$ cat src/rtl/instr_sequencer_if.sv
// Instruction-memory port bundle for instr_sequencer.
// master: sequencer side (drives en/addr); slave: ROM side (drives rdata).
// Signals: imem_en, imem_addr (byte address), imem_rdata (valid one cycle after en).
interface instr_sequencer_if #(
    parameter int ADDR_W = 14
);
    logic              imem_en;
    logic [ADDR_W-1:0] imem_addr;
    logic [31:0]       imem_rdata;

    modport master (
        output imem_en,
        output imem_addr,
        input  imem_rdata
    );

    modport slave (
        input  imem_en,
        input  imem_addr,
        output imem_rdata
    );
endinterface

$ cat src/rtl/instr_sequencer.sv
// Fetch/PC controller for the single-cycle core: FETCH then EXEC per instruction.
// Ports: clck, rst_n (sync, active low), run, resume, halt_req, imem (master),
//   instr_out/instr_valid, branch_taken/branch_target, pc_out, halted,
//   err_misalign (sticky), retired_cnt.
// Macro SINGLE_STEP_EN adds input step: one instruction per pulse from IDLE.
module instr_sequencer #(
    parameter int                ADDR_W   = 14,
    parameter logic [ADDR_W-1:0] RESET_PC = '0
) (
    input  logic              clck,
    input  logic              rst_n,
    input  logic              run,
    input  logic              resume,
    input  logic              halt_req,
`ifdef SINGLE_STEP_EN
    input  logic              step,
`endif
    instr_sequencer_if.master imem,
    output logic [31:0]       instr_out,
    output logic              instr_valid,
    input  logic              branch_taken,
    input  logic [ADDR_W-1:0] branch_target,
    output logic [ADDR_W-1:0] pc_out,
    output logic              halted,
    output logic              err_misalign,
    output logic [31:0]       retired_cnt
);

    localparam logic [31:0] ECALL = 32'h0000_0073;

    typedef enum logic [1:0] {
        S_IDLE,
        S_FETCH,
        S_EXEC,
        S_HALT
    } state_t;

    state_t            state_q, state_d;
    logic [ADDR_W-1:0] pc_q, pc_d;
    logic              err_q, err_d;
    logic [31:0]       ret_q;
    logic              retire;
    // Set while the instruction in flight was launched by a step pulse,
    // so EXEC falls back to IDLE even if run rises meanwhile.
    logic              step_q, step_d;

    always_ff @(posedge clck) begin
        if (!rst_n) begin
            state_q <= S_IDLE;
            pc_q    <= RESET_PC;
            err_q   <= 1'b0;
            ret_q   <= '0;
            step_q  <= 1'b0;
        end else begin
            state_q <= state_d;
            pc_q    <= pc_d;
            err_q   <= err_d;
            ret_q   <= ret_q + 32'(retire);
            step_q  <= step_d;
        end
    end

    always_comb begin
        state_d      = state_q;
        pc_d         = pc_q;
        err_d        = err_q;
        step_d       = step_q;
        retire       = 1'b0;
        imem.imem_en = 1'b0;
        instr_valid  = 1'b0;
        instr_out    = '0;
        unique case (state_q)
            S_IDLE: begin
                if (run) begin
                    state_d = S_FETCH;
                    step_d  = 1'b0;
                end
`ifdef SINGLE_STEP_EN
                else if (step) begin
                    state_d = S_FETCH;
                    step_d  = 1'b1;
                end
`endif
            end
            S_FETCH: begin
                imem.imem_en = 1'b1;
                state_d      = S_EXEC;
            end
            S_EXEC: begin
                instr_valid = 1'b1;
                instr_out   = imem.imem_rdata;
                // A misaligned redirect faults: PC kept, nothing retired.
                if (branch_taken && branch_target[1:0] != 2'b00) begin
                    err_d   = 1'b1;
                    state_d = S_HALT;
                end else begin
                    retire = 1'b1;
                    pc_d   = branch_taken ? branch_target
                                          : pc_q + ADDR_W'(4);
                    if (imem.imem_rdata == ECALL || halt_req)
                        state_d = S_HALT;
                    else if (run && !step_q)
                        state_d = S_FETCH;
                    else
                        state_d = S_IDLE;
                end
            end
            S_HALT: begin
                if (resume && !err_q) begin
                    state_d = S_FETCH;
                    step_d  = 1'b0;
                end
            end
            default: state_d = S_IDLE;
        endcase
    end

    assign imem.imem_addr = pc_q;
    assign pc_out         = pc_q;
    assign halted         = (state_q == S_HALT);
    assign err_misalign   = err_q;
    assign retired_cnt    = ret_q;

endmodule

$ cat src/flat_wrapper.sv
// flat-port wrapper written by rule: the top's interface ports become plain ports
module instr_sequencer_flat 
#(
    parameter int                ADDR_W   = 14,
    parameter logic [ADDR_W-1:0] RESET_PC = '0
)
  (clck, rst_n, run, resume, halt_req, instr_out, instr_valid, branch_taken, branch_target, pc_out, halted, err_misalign, retired_cnt, imem_imem_en, imem_imem_addr, imem_imem_rdata);
  instr_sequencer_if #(.ADDR_W(ADDR_W)) imem_i ();
  input  logic clck;
  input  logic rst_n;
  input  logic run;
  input  logic resume;
  input  logic halt_req;
  output logic [31:0] instr_out;
  output logic instr_valid;
  input  logic branch_taken;
  input  logic [ADDR_W-1:0] branch_target;
  output logic [ADDR_W-1:0] pc_out;
  output logic halted;
  output logic err_misalign;
  output logic [31:0] retired_cnt;
  output wire logic [$bits(imem_i.imem_en)-1:0] imem_imem_en;
  output wire logic [$bits(imem_i.imem_addr)-1:0] imem_imem_addr;
  input wire logic [$bits(imem_i.imem_rdata)-1:0] imem_imem_rdata;
  assign imem_imem_en = imem_i.imem_en;
  assign imem_imem_addr = imem_i.imem_addr;
  assign imem_i.imem_rdata = imem_imem_rdata;
  instr_sequencer #(.ADDR_W(ADDR_W), .RESET_PC(RESET_PC)) u_core (.clck(clck), .rst_n(rst_n), .run(run), .resume(resume), .halt_req(halt_req), .imem(imem_i), .instr_out(instr_out), .instr_valid(instr_valid), .branch_taken(branch_taken), .branch_target(branch_target), .pc_out(pc_out), .halted(halted), .err_misalign(err_misalign), .retired_cnt(retired_cnt));
endmodule
$ cat config.mk
export PLATFORM = sky130hd
export DESIGN_NAME = instr_sequencer_flat
export DESIGN_NICKNAME = d
export VERILOG_FILES = /design/src/rtl/instr_sequencer_if.sv /design/src/rtl/instr_sequencer.sv /design/src/flat_wrapper.sv
export SDC_FILE = /design/constraint.sdc
export NUM_CORES = 1
export LEC_CHECK = 0
export CAP_MARGIN = 0
export CORE_MARGIN = 2
export CORE_UTILIZATION = 40
export CTS_CLUSTER_SIZE = 8
export DETAILED_ROUTE_END_ITERATION = 6
export PLACE_DENSITY = 0.86
export SKIP_LAST_GASP = 1
export SLEW_MARGIN = 25
export SYNTH_ARGS = -nofsm -noshare
export SYNTH_HDL_FRONTEND = slang
export SYNTH_SLANG_ARGS = --single-unit
$ cat constraint.sdc
create_clock -name clck -period 3.65 [get_ports clck]
set_input_delay 0.5475 -clock clck [delete_from_list [all_inputs] [get_ports clck]]
set_output_delay 0.5475 -clock clck [all_outputs]
set_load 0.02 [all_outputs]
Yosys cells after proc, flatten, opt, wreduce, memory -nomap -nowiden:

Cells that the tools add are included.

* register bits after elaboration: 50
* output and inout port bits: 96
* word-level logic and storage cells: 42

* $add $sub $neg: 2
* equal/unequal tests: 6
* multiplexer cells: 15
* bitwise operators: 1
* reductions and logical operators: 13

Operators with widths (number)
* $add 32x1->32: 1
* $eq 32x7->1 const B: 1
* $mux 32: 1
* $add 14x3->14 const B: 1
* $mux 14: 1
* $mux 2: 4
* $pmux 2 s4: 1
* $mux 1: 7
* $reduce_and 2->1: 3
* $eq 2x2->1 const B: 2
* $reduce_bool 2->1: 2
* $logic_and 1x1->1: 3
* $reduce_and 3->1: 1
* $eq 2x1->1 const B: 1
* $logic_not 1->1: 2
* $logic_not 2->1: 1
* $ne 2x1->1 const B: 1
* $ne 2x2->1 const B: 1
* $pmux 1 s2: 1
* $logic_or 1x1->1: 1
* $not 1->1: 1

Depth between registers and ports, before layout:

Gate-level depths: netlist of run 1.

* depth after elaboration: 6
* depth in mapped cells: 12

Least setup slack after synthesis of run 1:

No wires, ideal clock.

* path kind: input port to flip-flop
* start point: input port branch_target[0]
* end point: register u_core.ret_q[30] (netlist: u_core.retired_cnt[30])
* library setup time: 0.070 ns
* data arrival time: 2.689 ns
* data required time: 3.580 ns
* slack: 0.891 ns
* stages: 10
* path buffers: 1
* cell sequence: o21ai_0 -> nand2_1 -> inv_1 -> clkbuf_1 -> ha_1 -> ha_1 -> and3_1 -> nand3_1 -> or4_1 -> a21oi_1

* cells in the longest elaborated chain, start to end: 5

Ends and longest elaborated chain
* from (decl): RTL line flat_wrapper.sv:17 `input logic [ADDR_W-1:0] branch_target;`
* $reduce_bool 2->1: RTL line instr_sequencer.sv:93 `if (branch_taken && branch_target[1:0] != 2'b00) begin`
* $logic_and 1x1->1: RTL line instr_sequencer.sv:93
* $mux 1: RTL line instr_sequencer.sv:93
* $mux 1: RTL line instr_sequencer.sv:72 `unique case (state_q)`
* $add 32x1->32: RTL line instr_sequencer.sv:58 `ret_q <= ret_q + 32'(retire);`
* to (signal assigned): RTL line instr_sequencer.sv:58
* to (decl): RTL line instr_sequencer.sv:41 `logic [31:0] ret_q;`

Every way passes these cells.
A chain may end at the register's enable or synchronous reset.

Final worst setup path of run 1:

Same ends and word-level chain as after synthesis.

==> impl_metrics.py, run 1 <==
metrics = {
    "layout": {
        "layout_commonest_cell": "clkdlybuf4s50_1",
        "final_area_sq_um": 4430,
        "multiInputGateArea_sq_um": 1690,
        "layout.nets": 538,
        "diodes": 0,
        "stdcell_count": 579,
        "final_cell_mix": "147 x clkdlybuf4s50_1, 49 x dfxtp_1, 35 x and2_1",
        "fin_util_pct": 62.1,
        "drive_above_1_share_pct": 4.58,
        "regArea_sq_um": 981,
        "filler_cell_count": 640,
        "area_growth_pct": 52.5,
    },
    "yosys": {
        "postSynthCellCount": 354,
        "yosysUniqueCellTypes": 48,
        "synthFlopType": "dfxtp_1",
        "synth_top_area_cell": "dfxtp_1",
        "synth_area_leaders": "dfxtp_1 34%, and2_1 7.5%, a21oi_1 4.7%",
        "ys_ff_latch": 49,
        "synth_edf_count": 0,
        "async_flop_share_pct": 0,
        "ys_warn_count": 0,
        "seq_area_frac_synth_pct": 33.8,
        "syn_area_sq_um": 2910,
        "synth_top_area_share_pct": 33.8,
        "syn_nets": 413,
        "syn_avg_cell_area_sq_um": 8.21,
    },
    "place": {
        "dp_hpwl_mm": 6.92,
        "port_buffers": 147,
        "dp.cells": 571,
        "gp_congestion": 0.856,
        "placement.cell_area_sq_um": 4340,
        "pre_cts_slack_ns": 0.211,
    },
    "worst_setup_path": {
        "slowest_delay_ns": 0.62,
        "cp-end-kind": "flip-flop",
        "worstSetupPathType": "primary input to flip-flop",
        "cp_data_required_time_ns": 3.90,
        "crit_fanout": 16,
        "start_kind": "primary input",
        "cp_num_buf_inv": 2,
        "critical-path-top-delay-family": "simple AND/OR/NAND/NOR gates",
        "r2r_end": "u_core.retired_cnt[30]",
        "crit_chain": "clkdlybuf4s50_1, o21ai_0, nand2_1, inv_1, ha_1, ha_1, and3_1, nand3_1, or4_1, a21oi_1",
        "r2r_slack_ns": 1.00,
        "crit_top_cell": "ha_1",
        "arrival_ns": 3.38,
        "r2r-start": "u_core.state_q[0]",
        "reg2reg_depth": 10,
        "crit_path_top_delay_cell": "or4_1",
    },
    "routing": {
        "drt_iter0_drc": 179,
        "drcViolationCount": 0,
        "antenna_left": 0,
        "firstDrtPassIters": 4,
        "wl_per_cell_microns": 15.2,
        "wirelength_mm": 8.80,
        "post_drt_via_cell_ratio": 5.46,
        "vias": 3163,
    },
    "timing": {
        "finalSetupTns_ns": 0,
        "maxSlewHeadroom_pct": 60.3,
        "rsz0062_at_grt": "false",
        "slew_violations": 0,
        "post-route-min-period_ns": 3.14,
        "worst_slack_ns": 0.512,
        "skew_ns": 0.00972,
        "setup_violations": 0,
        "worst_slew_pin_slew_ns": 0.594,
        "fin_crit_sh_pct": 86.0,
        "hold_viol": 0,
        "holdWs_ns": 0.489,
        "fmax_mhz": 319,
    },
    "floorplan": {
        "core_sq_um": 7140,
        "start_util_pct": 40.7,
        "fp.dieArea_sq_um": 7960,
        "core.rowCount": 31,
        "ioPinCount": 148,
        "die_h_microns": 89.2,
        "die_x_microns": 89.2,
    },
    "global_route": {
        "grt.total_usage_pct": 21.7,
        "antenna_found_initial": 0,
        "first_global_vias": 2931,
        "grt_pass1_wl_mm": 13.6,
        "grt_max_degree": 43,
        "overflow": 0,
    },
    "cts": {
        "postCtsSetupBuffers": 0,
        "cts_made_buffers": 5,
        "clk_pin_slew_ns": 0.10,
        "cts_sinks": 49,
        "clk_latency_ns": 0.31,
        "h-tree-depth": 2,
        "cts_hold_buf": 0,
        "cts_tree": "yes",
        "cts_root_buf": "clkbuf_8",
        "cts.repair.resized": 0,
        "clk_path_buf_depth": 2,
    },
    "pwr": {
        "leakage_nw": 1.51,
        "power.density_nw_per_um2": 245,
        "p_total_mw": 1.09,
        "vdd_drop_max_v": 0.000153,
    },
    "worst_hold_path": {
        "hold_class": "flip-flop to flip-flop",
        "hold_path_depth": 2,
        "hp-start": "u_core.retired_cnt[31]",
        "hold_path_end": "u_core.retired_cnt[31]",
    },
    "flow_run": {
        "drv_cap": 0,
    },
    "run_status": {
        "status": "finished, final reports clean",
    },
}
worst max path at each step:
stage | from | endpoint | slack, ns | depth (start not counted)
floorplan | branch_target[0] | u_core.retired_cnt[30] | 0.89 | 10
global placement | branch_target[0] | u_core.retired_cnt[30] | 0.33 | 10
detailed placement | branch_target[0] | u_core.retired_cnt[30] | 0.21 | 10
CTS | branch_target[0] | u_core.retired_cnt[30] | 0.52 | 10
global route | branch_target[0] | u_core.retired_cnt[30] | 0.29 | 10
finish | branch_target[0] | u_core.retired_cnt[30] | 0.51 | 10
area by class of cell:
class	instances	area share (%)
multi-input combinational	262	38.1
timing repair buffer	153	34.2
sequential	49	22.1
tap	99	2.80
clock buffer	5	1.55
inverter	8	0.678
clock inverter	3	0.565
cell families (layout without fill, tap and decap cells):
| logic type | count (synthesis) | after routing | share of synthesized area [%] |
|---|---|---|---|
| adders and majority gates | 7 | 7 | 3.01 |
| xor gates and xnor gates | 12 | 12 | 3.62 |
| DFF | 49 | 49 | 33.8 |
| and+or+nand+nor | 164 | 164 | 33.0 |
| muxes | 5 | 5 | 1.72 |
| AOI/OAI and AO/OA | 74 | 74 | 16.7 |
| buffers and inverters | 43 | 169 | 8.18 |
tightest hold or removal path: stages (launching register included):
cell and delay (ns):
dfxtp_1 0.33, o31ai_1 0.06, a21oi_1 0.06
per-layer routing:
layer | share of wire, % | global-route usage (%) | vias up
met1 | 39 | 24.1 | 1492
met2 | 52 | 39.5 | 130
met4 | 2.1 | 7.46 | 0
met3 | 7.2 | 6.00 | 10
li1 | - | - | 1531
met5 | 0 | 0 | -
state kept, by name (all words and copies together) (netlist names):
name                   count
u_core.retired_cnt        32
u_core.imem.imem_addr     14
u_core.state_q             2
u_core.err_misalign        1
cell usage after synthesis (10+ instances only):
| library cell | instances |
|---|---|
| or4_1 | 12 |
| a21oi_1 | 27 |
| dfxtp_1 | 49 |
| o31ai_1 | 14 |
| nor2_1 | 24 |
| nand4_1 | 10 |
| nand3_1 | 13 |
| o21ai_0 | 10 |
| clkbuf_1 | 17 |
| nand2_1 | 23 |
| buf_4 | 14 |
| and2_1 | 35 |
power by group:
| part | switching, mW | internal [mW] |
|---|---|---|
| Combinational | 0.0916 | 0.108 |
| Clock | 0.199 | 0.139 |
| Sequential | 0.00702 | 0.540 |
| Total | 0.298 | 0.787 |
Note: power is estimated with default switching activity, not from simulation.
==> run 2: changes to the inputs <==
--- a/config.mk
+++ b/config.mk
@@ -8,7 +8,7 @@
 export CAP_MARGIN = 0
 export CORE_MARGIN = 2
 export CORE_UTILIZATION = 40
-export CTS_CLUSTER_SIZE = 8
+export CTS_CLUSTER_DIAMETER = 150
 export DETAILED_ROUTE_END_ITERATION = 6
 export PLACE_DENSITY = 0.86
 export SKIP_LAST_GASP = 1
==> results of run 2 <==
Final layout, timing and power as in run 1 (identical DEF).
